`src/rtl/cms_word_packer.sv`:
```
// cms_word_packer: byte-to-word packer with keep mask and word FIFO; optional inter-byte timeout under CMS_PACK_TIMEOUT_EN
module cms_word_packer #(
  parameter int BYTES_PER_WORD = 4,
  parameter int FIFO_DEPTH     = 16,
  parameter int CNT_W          = 8,
  parameter int TIMEOUT_CYC    = 1024
) (
  input  logic                            clk,
  input  logic                            rst,
  input  logic                            start_i,
  input  logic [CNT_W-1:0]                byte_numb_i,
  input  logic                            order_i,
  input  logic [7:0]                      data_i,
  input  logic                            data_valid_i,
  output logic                            busy_o,
  output logic                            package_done_o,
  output logic                            error_o,
  input  logic                            rd_en_i,
  output logic [8*BYTES_PER_WORD-1:0]     data_fifo_o,
  output logic [BYTES_PER_WORD-1:0]       keep_o,
  output logic                            empty_o,
  output logic                            full_o,
  output logic [$clog2(FIFO_DEPTH):0]     data_count_o
);
  localparam int W  = 8*BYTES_PER_WORD;
  localparam int AW = $clog2(FIFO_DEPTH);
  localparam int LW = BYTES_PER_WORD > 1 ? $clog2(BYTES_PER_WORD) : 1;
  localparam logic [AW:0]   FULL_CNT = (AW+1)'(FIFO_DEPTH);
  localparam logic [LW-1:0] TOP_LANE = LW'(BYTES_PER_WORD-1);

  if (BYTES_PER_WORD < 1 || BYTES_PER_WORD > 8) begin : g_bpw_chk
    $error("BYTES_PER_WORD must be 1..8");
  end
  if (FIFO_DEPTH < 2 || (FIFO_DEPTH & (FIFO_DEPTH-1)) != 0) begin : g_depth_chk
    $error("FIFO_DEPTH must be a power of 2, at least 2");
  end
  if (TIMEOUT_CYC < 1) begin : g_to_chk
    $error("TIMEOUT_CYC must be positive");
  end

  typedef enum logic [1:0] {IDLE, RUN, DONE, ERROR} state_t;

  state_t                state_q, state_d;
  logic [CNT_W-1:0]      remaining_q, remaining_d;
  logic                  order_q, order_d;
  logic [LW-1:0]         lane_cnt_q, lane_cnt_d;
  logic [W-1:0]          word_q, word_d;
  logic [BYTES_PER_WORD-1:0] keep_q, keep_d;
  logic                  done_q, done_d;
  logic [AW-1:0]         wr_ptr_q, wr_ptr_d, rd_ptr_q, rd_ptr_d;
  logic [AW:0]           count_q, count_d;
  logic [W-1:0]          rd_data_q, rd_data_d;
  logic [BYTES_PER_WORD-1:0] rd_keep_q, rd_keep_d;
  logic [W-1:0]          mem_data [FIFO_DEPTH];
  logic [BYTES_PER_WORD-1:0] mem_keep [FIFO_DEPTH];
  logic                  accept, last, complete, push, rd_ok, wr_ok, overflow, timeout;
  logic [LW-1:0]         lane_idx;
  logic [W-1:0]          word_new;
  logic [BYTES_PER_WORD-1:0] keep_new;

  assign accept   = state_q == RUN && data_valid_i;
  assign last     = remaining_q == CNT_W'(1);
  assign complete = lane_cnt_q == TOP_LANE || last;
  assign push     = accept && complete;
  assign full_o   = count_q == FULL_CNT;
  assign empty_o  = count_q == '0;
  assign rd_ok    = rd_en_i && !empty_o;
  assign overflow = push && full_o && !rd_en_i;
  assign wr_ok    = push && !overflow;
  assign lane_idx = order_q ? TOP_LANE - lane_cnt_q : lane_cnt_q;

`ifdef CMS_PACK_TIMEOUT_EN
  localparam int TW = $clog2(TIMEOUT_CYC+1);
  logic [TW-1:0] to_cnt_q, to_cnt_d;
  assign timeout = state_q == RUN && !accept && to_cnt_q == TW'(TIMEOUT_CYC-1);
  // idle-cycle counter, held at zero outside RUN and restarted by each accepted byte
  always_comb to_cnt_d = (state_q != RUN || accept) ? '0 : to_cnt_q + TW'(1);
  // timeout counter register
  always_ff @(posedge clk or posedge rst)
    if (rst) to_cnt_q <= '0;
    else     to_cnt_q <= to_cnt_d;
`else
  assign timeout = 1'b0;
`endif

  // merge the incoming byte into its lane of the assembly word
  always_comb begin
    word_new = word_q;
    keep_new = keep_q;
    for (int i = 0; i < BYTES_PER_WORD; i++)
      if (LW'(i) == lane_idx) begin
        word_new[8*i +: 8] = data_i;
        keep_new[i]        = 1'b1;
      end
  end

  // control FSM next state and assembly register updates
  always_comb begin
    state_d     = state_q;
    remaining_d = remaining_q;
    order_d     = order_q;
    lane_cnt_d  = lane_cnt_q;
    word_d      = word_q;
    keep_d      = keep_q;
    if (state_q == IDLE && start_i) begin
      state_d     = byte_numb_i == '0 ? DONE : RUN;
      remaining_d = byte_numb_i;
      order_d     = order_i;
      lane_cnt_d  = '0;
      word_d      = '0;
      keep_d      = '0;
    end else if (state_q == RUN && accept) begin
      remaining_d = remaining_q - CNT_W'(1);
      lane_cnt_d  = complete ? '0 : lane_cnt_q + LW'(1);
      word_d      = complete ? '0 : word_new;
      keep_d      = complete ? '0 : keep_new;
      state_d     = overflow ? ERROR : last ? DONE : RUN;
    end else if (state_q == RUN && timeout) begin
      state_d    = ERROR;
      lane_cnt_d = '0;
      word_d     = '0;
      keep_d     = '0;
    end else if (state_q == DONE) begin
      state_d = IDLE;
    end else if (state_q == ERROR && start_i) begin
      state_d = IDLE;
    end
  end

  // FIFO pointers, occupancy and registered read port
  always_comb begin
    wr_ptr_d  = wr_ok ? wr_ptr_q + AW'(1) : wr_ptr_q;
    rd_ptr_d  = rd_ok ? rd_ptr_q + AW'(1) : rd_ptr_q;
    count_d   = count_q + {{AW{1'b0}}, wr_ok} - {{AW{1'b0}}, rd_ok};
    rd_data_d = rd_ok ? mem_data[rd_ptr_q] : rd_data_q;
    rd_keep_d = rd_ok ? mem_keep[rd_ptr_q] : rd_keep_q;
    done_d    = state_q == DONE;
  end

  // word storage; contents need no reset since occupancy gates every read
  always_ff @(posedge clk)
    if (wr_ok) begin
      mem_data[wr_ptr_q] <= word_new;
      mem_keep[wr_ptr_q] <= keep_new;
    end

  // state and datapath registers
  always_ff @(posedge clk or posedge rst)
    if (rst) begin
      state_q     <= IDLE;
      remaining_q <= '0;
      order_q     <= 1'b0;
      lane_cnt_q  <= '0;
      word_q      <= '0;
      keep_q      <= '0;
      done_q      <= 1'b0;
      wr_ptr_q    <= '0;
      rd_ptr_q    <= '0;
      count_q     <= '0;
      rd_data_q   <= '0;
      rd_keep_q   <= '0;
    end else begin
      state_q     <= state_d;
      remaining_q <= remaining_d;
      order_q     <= order_d;
      lane_cnt_q  <= lane_cnt_d;
      word_q      <= word_d;
      keep_q      <= keep_d;
      done_q      <= done_d;
      wr_ptr_q    <= wr_ptr_d;
      rd_ptr_q    <= rd_ptr_d;
      count_q     <= count_d;
      rd_data_q   <= rd_data_d;
      rd_keep_q   <= rd_keep_d;
    end

  assign busy_o         = state_q == RUN;
  assign error_o        = state_q == ERROR;
  assign package_done_o = done_q;
  assign data_fifo_o    = rd_data_q;
  assign keep_o         = rd_keep_q;
  assign data_count_o   = count_q;
endmodule

```
`config.mk`:
```
export PLATFORM = sky130hd
export DESIGN_NAME = cms_word_packer
export DESIGN_NICKNAME = d
export VERILOG_FILES = /design/src/rtl/cms_word_packer.sv
export SDC_FILE = /design/constraint.sdc
export NUM_CORES = 1
export LEC_CHECK = 0
export ABC_AREA = 0
export BUFFER_PORTS_ARGS = -buffer_cell sky130_fd_sc_hd__buf_2
export CAP_MARGIN = 5
export CORE_ASPECT_RATIO = 0.9
export CORE_MARGIN = 5
export CORE_UTILIZATION = 54
export DETAILED_ROUTE_END_ITERATION = 7
export HOLD_SLACK_MARGIN = 0.02
export PLACE_DENSITY = 0.73
export SLEW_MARGIN = 10
export SYNTH_ARGS = -nofsm -noshare
export SYNTH_HDL_FRONTEND = slang
export SYNTH_SLANG_ARGS = --single-unit
```
`constraint.sdc`:
```
create_clock -name clk -period 5.8 [get_ports clk]
set_clock_uncertainty 0.05 [all_clocks]
set_input_delay 0.87 -clock clk [delete_from_list [all_inputs] [get_ports clk]]
set_output_delay 0.87 -clock clk [all_outputs]
set_load 0.005 [all_outputs]
```
# Yosys cells after proc, flatten, opt, wreduce, memory -nomap -nowiden
# Memories as Yosys holds them, arrays and structs flattened. A register that Yosys moved wholly into a read port is not among the register bits.
# Index checks and enable logic that the tools add are counted.
[op_classes] addsub=7 eq_ne=9 muxes=29 reduce_logical=19
[ops] operator="two-way mux 32 bit" n=3
[ops] operator="two-way mux 8 bit" n=6
[ops] operator="two-way mux 2 bit" n=11
[ops] operator="two-way mux 4 bit" n=3
[ops] operator="logical AND 1 bit" n=9
[ops] operator="adder 4 x 1 -> 4 bit (second input constant)" n=2
[ops] operator="== test 8 x 1 -> 1 bit (second input constant)" n=1
[ops] operator="zero test 8 bit" n=1
[ops] operator="subtractor 8 x 1 -> 8 bit (second input constant)" n=1
[ops] operator="== test 2 bit (second input constant)" n=3
[ops] operator="two-way mux 1 bit" n=6
[ops] operator="adder 5 x 1 -> 5 bit" n=1
[ops] operator="== test 5 bit (second input constant)" n=1
[ops] operator="zero test 5 bit" n=1
[ops] operator="subtractor 5 x 1 -> 5 bit" n=1
[ops] operator="== test 2 bit (first input constant)" n=2
[ops] operator="zero test 2 bit" n=2
[ops] operator="nonzero test 4 bit" n=1
[ops] operator="zero test 1 bit" n=3
[ops] operator="adder 2 x 1 -> 2 bit (second input constant)" n=1
[ops] operator="== test 1 x 2 -> 1 bit (first input constant)" n=1
[ops] operator="== test 2 x 1 -> 1 bit (second input constant)" n=1
[ops] operator="nonzero test 2 bit" n=1
[ops] operator="subtractor 2 bit (first input constant)" n=1
[ops] operator="logical OR 1 bit" n=1
[word_totals] register_bits=63 mem_bits_rw=576 in_bits=22 out_inout_bits=46 word_cells=76 n_memories=2
[mem_list] memory="mem_data" depth=16 word_bits=32 rd=1 rd_ports_with_merged_regs=1 wr=1 line_no="54" rtl="logic [W-1:0] mem_data [FIFO_DEPTH];"
[mem_list] memory="mem_keep" depth=16 word_bits=4 rd=1 rd_ports_with_merged_regs=1 wr=1 line_no="55" rtl="logic [BYTES_PER_WORD-1:0] mem_keep [FIFO_DEPTH];"

# Logic depth before layout (Yosys ltp)
# Gate-level depths: netlist (run 1).
[logic_depth] depth_word=9 depth_mapped=16 ltp_nobuf=15

# Least setup slack after synthesis (run 1)
# OpenSTA, ideal clock, no wires.
[synth_timing] kind="reg-to-reg" startpoint="register remaining_q[1]" endpoint="memory mem_data[2][0] (netlist name), enable pin" setup_ns=0.532 t_arrival_ns=5.228 required_ns=5.218 path_slack_ns=-0.011 stages_incl_launch_ff=8 n_path_buf=0 synth_period_minus_slack_ns=5.811 path_cell_list="dfrtp_1 inv_1 ha_1 nor3b_1 a21oi_2 nor3_4 inv_2 nor4b_1"
[synth_via] elab_chain_len=9
[synth_rtl] element="from (decl)" line_no="44" rtl="logic [CNT_W-1:0] remaining_q, remaining_d;"
[synth_rtl] element="from (signal assigned)" line_no="164" rtl="remaining_q <= remaining_d;"
[synth_rtl] element="== test 8 x 1 -> 1 bit *" line_no="62" rtl="assign last = remaining_q == CNT_W'(1);"
[synth_rtl] element="logical OR 1 bit *" line_no="63" rtl="assign complete = lane_cnt_q == TOP_LANE || last;"
[synth_rtl] element="logical AND 1 bit *" line_no="64" rtl="assign push = accept && complete;"
[synth_rtl] element="logical AND 1 bit (2 in series)" line_no="68" rtl="assign overflow = push && full_o && !rd_en_i;"
[synth_rtl] element="zero test 1 bit" line_no="69" rtl="assign wr_ok = push && !overflow;"
[synth_rtl] element="logical AND 1 bit *" line_no="69"
[synth_rtl] element="two-way mux 1 bit *" line_no="142" rtl="if (wr_ok) begin"
[synth_rtl] element="two-way mux 1 bit (implied by the code) *" line_no="143" rtl="mem_data[wr_ptr_q] <= word_new;"
[synth_rtl] element="to (decl)" line_no="54"
# Mark *: on every way between the ends. The rest lies on a longest branch, timed or not.

# Final worst setup path (run 1)
[layout_timing] startpoint="register remaining_q[1]" endpoint="memory mem_data[5][22] (netlist name), enable pin"
# Same word-level chain as after synthesis.

==> results of run 1 <==
==> state kept, by name, indices dropped and copies added, names as in the netlist <==
register        cells
order_q             1
mem_keep           64
word_q             32
rd_ptr_q            4
data_fifo_o        32
keep_o              4
wr_ptr_q            4
mem_data          512
keep_q              4
data_count_o        5
remaining_q         8
lane_cnt_q          2
state_q             2
package_done_o      1
==> worst register-to-register path: stages (launching register included) <==
cell	delay [ps]
dfrtp_1	400
inv_1	90
ha_1	140
nor3b_1	460
a21oi_4	390
nor3_4	450
inv_2	280
nor3_2	920
buf_4	430
==> power groups by stage <==
stage          logic (mW)  registers [mW]  clock network [mW]
2_1_floorplan        3.15            6.65                   0
3_5_place_dp         4.02            7.04                   0
3_3_place_gp         3.92            7.01                   0
5_1_grt              4.34            7.01                4.54
4_1_cts              4.04            6.94                4.32
6_report             4.00            6.92                4.26
==> area by class of cell <==
class | count | share of cell area, %
clock buffers | 95 | 6.45
flip-flops and latches | 675 | 66.9
clock inverters | 27 | 0.889
well taps | 624 | 2.64
multi-input cells | 507 | 20.9
inverters | 19 | 0.250
repair buffers | 94 | 1.91
==> path summary, 6_finish.rpt <==
path                                                  end  slack (ps)  cells past startpoint
worst min register to register      keep_q[0]$_DFFE_PP0P_         430                      1
min in group clk                    keep_q[0]$_DFFE_PP0P_         430                      1
max in group asynchronous         rd_ptr_q[1]$_DFFE_PP0P_        3970                      3
worst max-delay path            mem_data[5][22]$_DFFE_PP_        1850                      8
worst min-delay path             package_done_o$_DFF_PP0_         370                      2
worst max register to register  mem_data[5][22]$_DFFE_PP_        1850                      8
==> synthesized netlist by cell type (all sizes together), types with 3 or more instances <==
cell type  instances  area (um2)
nor2b              9        56.3
or2                7        43.8
clkbuf            26        97.6
nand2             15        56.3
o21ai              9        48.8
inv               19        71.3
xor2               5        43.8
o21a               4        30.0
o22ai             72         450
nand2b             4        25.0
nor2              39         146
and2               3        18.8
nand4              3        18.8
dfrtp             99        2480
a21oi             15        78.8
xnor2              5        43.8
a32o              34         340
nor3               7        46.3
and3               4        25.0
mux2              71         800
nor4b              3        56.3
buf               46         249
nand3              7        35.0
mux2i              4        51.3
nor4               5        52.6
mux4             144        3240
edfxtp           576       17300
ha                14         175
==> metal layers <==
metal  up-vias  GRT usage (%)
met2       560           33.9
met3        95           4.42
li1       5480              -
met5         -              0
met4         0           5.39
met1      6820           30.7
==> cells by family (layout without fill, tap and decap cells) <==
group | count (synthesis) | count (layout) | synth area share, %
muxes | 219 | 219 | 15.6
DFF | 675 | 675 | 75.2
AOI/OAI and AO/OA | 145 | 145 | 3.95
buffers and inverters | 91 | 235 | 1.59
xor gates and xnor gates | 10 | 10 | 0.333
adders and majority gates | 15 | 15 | 0.742
and+or+nand+nor | 118 | 118 | 2.61
==> results.cfg, run 1 <==
[run_status]
status = complete, no violations

[critical_path]
crit_path_end_kind = register
crit_family = simple AND/OR/NAND/NOR gates
cp.required_ps = 6000
cp.arrival_ps = 4140
critical_path.startpoint_type = register
r2r-start = remaining_q[1]$_DFFE_PP0P_
path_buf_inv = 3
startpoint = remaining_q[1]$_DFFE_PP0P_
crit_type = register to register
crit_slowest_cell = nor3_2
slowest_delay_ps = 920
worst-path-max-fanout = 36
crit_path_cell_trace = inv_1 -> ha_1 -> nor3b_1 -> a21oi_4 -> nor3_4 -> inv_2 -> nor3_2 -> buf_4

[synth]
synth_area_um2 = 26300
synth_ff_type = edfxtp_1
yosysWarnings = 0
syn_inst = 1273
syn_nets = 1310
synth-edff-count = 576
ys_async_sr_fraction_pct = 14.7
avgSynthCellArea_um2 = 20.7
synth_cell_type_count = 57
ys_seq_area_share_pct = 75.2
ys_ff_latch = 675

[clock_tree]
cts_root_buf = clkbuf_16
clock_sinks = 675
post_cts_resized = 0
clock_latency_ps = 580
cts_tree = built
post_cts_buffers = 0
cts.path.max_buffers = 3
htree_levels = 3
path_clk_slew_ps = 60
hold_buffers = 0
cts_buffers = 67

[drt]
via_per_inst = 6.35
drtIter0Drc = 1386
vias = 13000
ant_nets = 0
wl_per_cell_um = 27.2
routed_wl_um = 55500
drc = 0
route.met3.wl_um = 4230
dr.pass1.iters = 5
top_layer_used = met4
wl_met2_um = 26700
wl_met1_um = 23400

[floorplan]
dieArea_um2 = 53200
fp.dieW_um = 243
die_h_um = 219
num_io_pins = 68
start_util_pct = 54.8
core_area_um2 = 48000
num_rows = 76

[finish]
instances_no_fill = 2041
regArea_um2 = 19800
mostFrequentLayoutCell = edfxtp_1
nFillCells = 3250
drive_above_1_share_pct = 31.0
n_antenna_cell = 0
finalNetCount = 1401
syn_to_final_growth_pct = 12.4
design_area_um2 = 29600
fin_util_pct = 61.5
multi_input_area_um2 = 6180
final_cell_mix = edfxtp_1, mux4_2, dfrtp_1, o22ai_1, clkbuf_16

[placement]
dp_cells = 1919
gp_congestion = 0.762
dp_slack_ps = 1880
dpl.hpwl_um = 30000
dpl_cell_area_um2 = 27400
portBuffers = 67

[timing]
setup_ws_ps = 1850
max_clock_freq_mhz = 253
max_slew_margin_pct = 15.4
min_period_over_period_pct = 68.0
min_period_ps = 3950
slew_violations = 0
setup_tns_ps = 0
hold_viol_final = 0
rsz0062_at_grt = false
tightestPinTransition_ps = 1270
timing.hold.ws_ps = 372
setup_viol = 0

[global_routing]
grt_pass1_wl_um = 84800
grt_use_total_pct = 21.2
antenna_found_initial = 0
grt_pass1_vias = 13700
grt_overflow = 0
grt_max_degree = 68

[power]
switchingPower_mw = 4.46
leakage_nw = 9.90
power.total_mw = 15.2
ir_drop_mv = 0.273
p_int_mw = 10.7
pwr-share-seq_pct = 45.6
p_clk_share_pct = 28.1
p_comb_share_pct = 26.4
power_density_nw_per_um2 = 514
switching_share_pct = 29.4

[flow_run]
maxCapViolCount = 0

[hold_path]
hold_class = primary input to asynchronous set/reset pin
Power figures use the tool's default switching activity.
==> run 2, diff against run 1 <==
==> constraint.sdc (replaced) <==
create_clock -name clk -period 3.51 [get_ports clk]
set_clock_uncertainty 0.05 [all_clocks]
set_input_delay 0.5265 -clock clk [delete_from_list [all_inputs] [get_ports clk]]
set_output_delay 0.5265 -clock clk [all_outputs]
set_load 0.005 [all_outputs]
==> results.cfg, run 2 (synthesized netlist as in run 1, its figures left out) <==
[run_status]
status = complete, no violations

[timing]
setup_ws_ps = 229
max_slew_margin_pct = 35.4
max_clock_freq_mhz = 305
rsz0062_at_grt = false
setup_viol = 0
slew_violations = 0
min_period_ps = 3280
tightestPinTransition_ps = 950
hold_viol_final = 0
min_period_over_period_pct = 93.5
timing.hold.ws_ps = 118

[global_routing]
antenna_found_initial = 0
grt_use_total_pct = 22.2
grt_overflow = 0
grt_pass1_wl_um = 87400
grt_max_degree = 58
grt_pass1_vias = 13700

[drt]
drtIter0Drc = 1459
routed_wl_um = 58100
vias = 13200
drc = 0
wl_per_cell_um = 28.2
via_per_inst = 6.39
dr.pass1.iters = 5
ant_nets = 0

[finish]
syn_to_final_growth_pct = 13.7
instances_no_fill = 2060
finalNetCount = 1419
largest-register = mem_data
design_area_um2 = 29900
largest_reg_flops = 512
final_cell_mix = edfxtp_1, mux4_2, dfrtp_1, o22ai_1, mux2_2
mostFrequentLayoutCell = edfxtp_1
n_antenna_cell = 0
drive_above_1_share_pct = 31.5
top_regs = mem_data: 512 flops, mem_keep: 64 flops

[floorplan]
num_rows = 76
core_area_um2 = 48000
fp.dieW_um = 243
num_io_pins = 68
dieArea_um2 = 53200
die_h_um = 219
start_util_pct = 54.8

[critical_path]
cp.required_ps = 3970
reg2reg_slack_ps = 230
crit_type = register to register
r2r_cells = 15
worst-path-max-fanout = 11
cp.arrival_ps = 3740
crit_path_end_kind = register
worstReg2RegEnd = data_count_o[4]$_DFF_PP0_
r2r-start = remaining_q[1]$_DFFE_PP0P_
critical_path.startpoint_type = register

[hold_path]
hold_end = remaining_q[2]$_DFFE_PP0P_
hold_class = primary input to register
holdCritStartpoint = byte_numb_i[2]
worstHoldPathCells = 3

[clock_tree]
path_clk_slew_ps = 60
cts_root_buf = clkbuf_16
post_cts_buffers = 0
cts_buffers = 67
htree_levels = 3
clock_sinks = 675
clock_latency_ps = 600
cts_tree = built
cts.path.max_buffers = 3

[placement]
dpl.hpwl_um = 31000
portBuffers = 67
gp_congestion = 0.754
dp_slack_ps = 226
dpl_cell_area_um2 = 27700
dp_cells = 1936

[power]
leakage_nw = 10.0
ir_drop_mv = 0.564
power_density_nw_per_um2 = 843

[flow_run]
maxCapViolCount = 0
==> run 2: per-stage QoR <==
step	utilization [%]	TNS [ps]	total power [mW]
final	62.3	0	25.2
after global routing	62.3	0	26.4
after CTS	62.3	0	25.4
after detailed placement	57.8	0	18.4
after global placement	57.8	0	18.1
after floorplan	-	-129760	16.2
==> run 2: report_power, final <==
part / switching [mW] / total [mW] / internal (mW)
registers: 0.862 / 11.4 / 10.5
logic: 3.64 / 6.80 / 3.16
clock network: 2.91 / 7.02 / 4.10
==> run 2: timing repair <==
item	in CTS	in global routing
setup endpoints to repair	0	0
gates resized for setup	0	0
hold buffers	1	0
endpoints found under the hold margin	40	0
==> run 2: critical path: stages (launching register included) <==
cell and delay, ps:
dfrtp_1 400, inv_1 80, ha_1 130, nor3b_1 510, a21oi_4 140, nor3_4 210
inv_2 220, ha_1 340, inv_1 60, ha_1 160, inv_1 60, fa_1 430
inv_1 80, a21oi_1 60, o21bai_1 150, xnor2_1 130
==> run 2: final cells by class <==
class                      instances  area [um2]
fill                            3207       18100
clock inverter                    26         287
tap                              624         781
timing repair buffer             112         926
inverter                          19        73.8
sequential                       675       19800
multi-input combinational        507        6180
clock buffer                      97        1870
==> run 2: how the worst max path moves through the flow <==
stage | from | to | depth (start not counted)
floorplan | remaining_q[1]$_DFFE_PP0P_ | mem_data[4][0]$_DFFE_PP_ | 8
global placement | remaining_q[1]$_DFFE_PP0P_ | data_count_o[4]$_DFF_PP0_ | 15
detailed placement | remaining_q[1]$_DFFE_PP0P_ | data_count_o[4]$_DFF_PP0_ | 15
CTS | remaining_q[1]$_DFFE_PP0P_ | data_count_o[4]$_DFF_PP0_ | 15
global route | remaining_q[1]$_DFFE_PP0P_ | data_count_o[4]$_DFF_PP0_ | 15
finish | remaining_q[1]$_DFFE_PP0P_ | data_count_o[4]$_DFF_PP0_ | 15
==> run 2: layer usage <==
metal	up-vias	share of wire (%)	track usage, %	routed length (um)
met5	-	0	0	0
met3	100	7.6	4.12	4390
met2	560	50	36.9	28900
li1	5508	-	-	-
met1	7001	40	31.0	23400
met4	0	2.5	6.24	1450
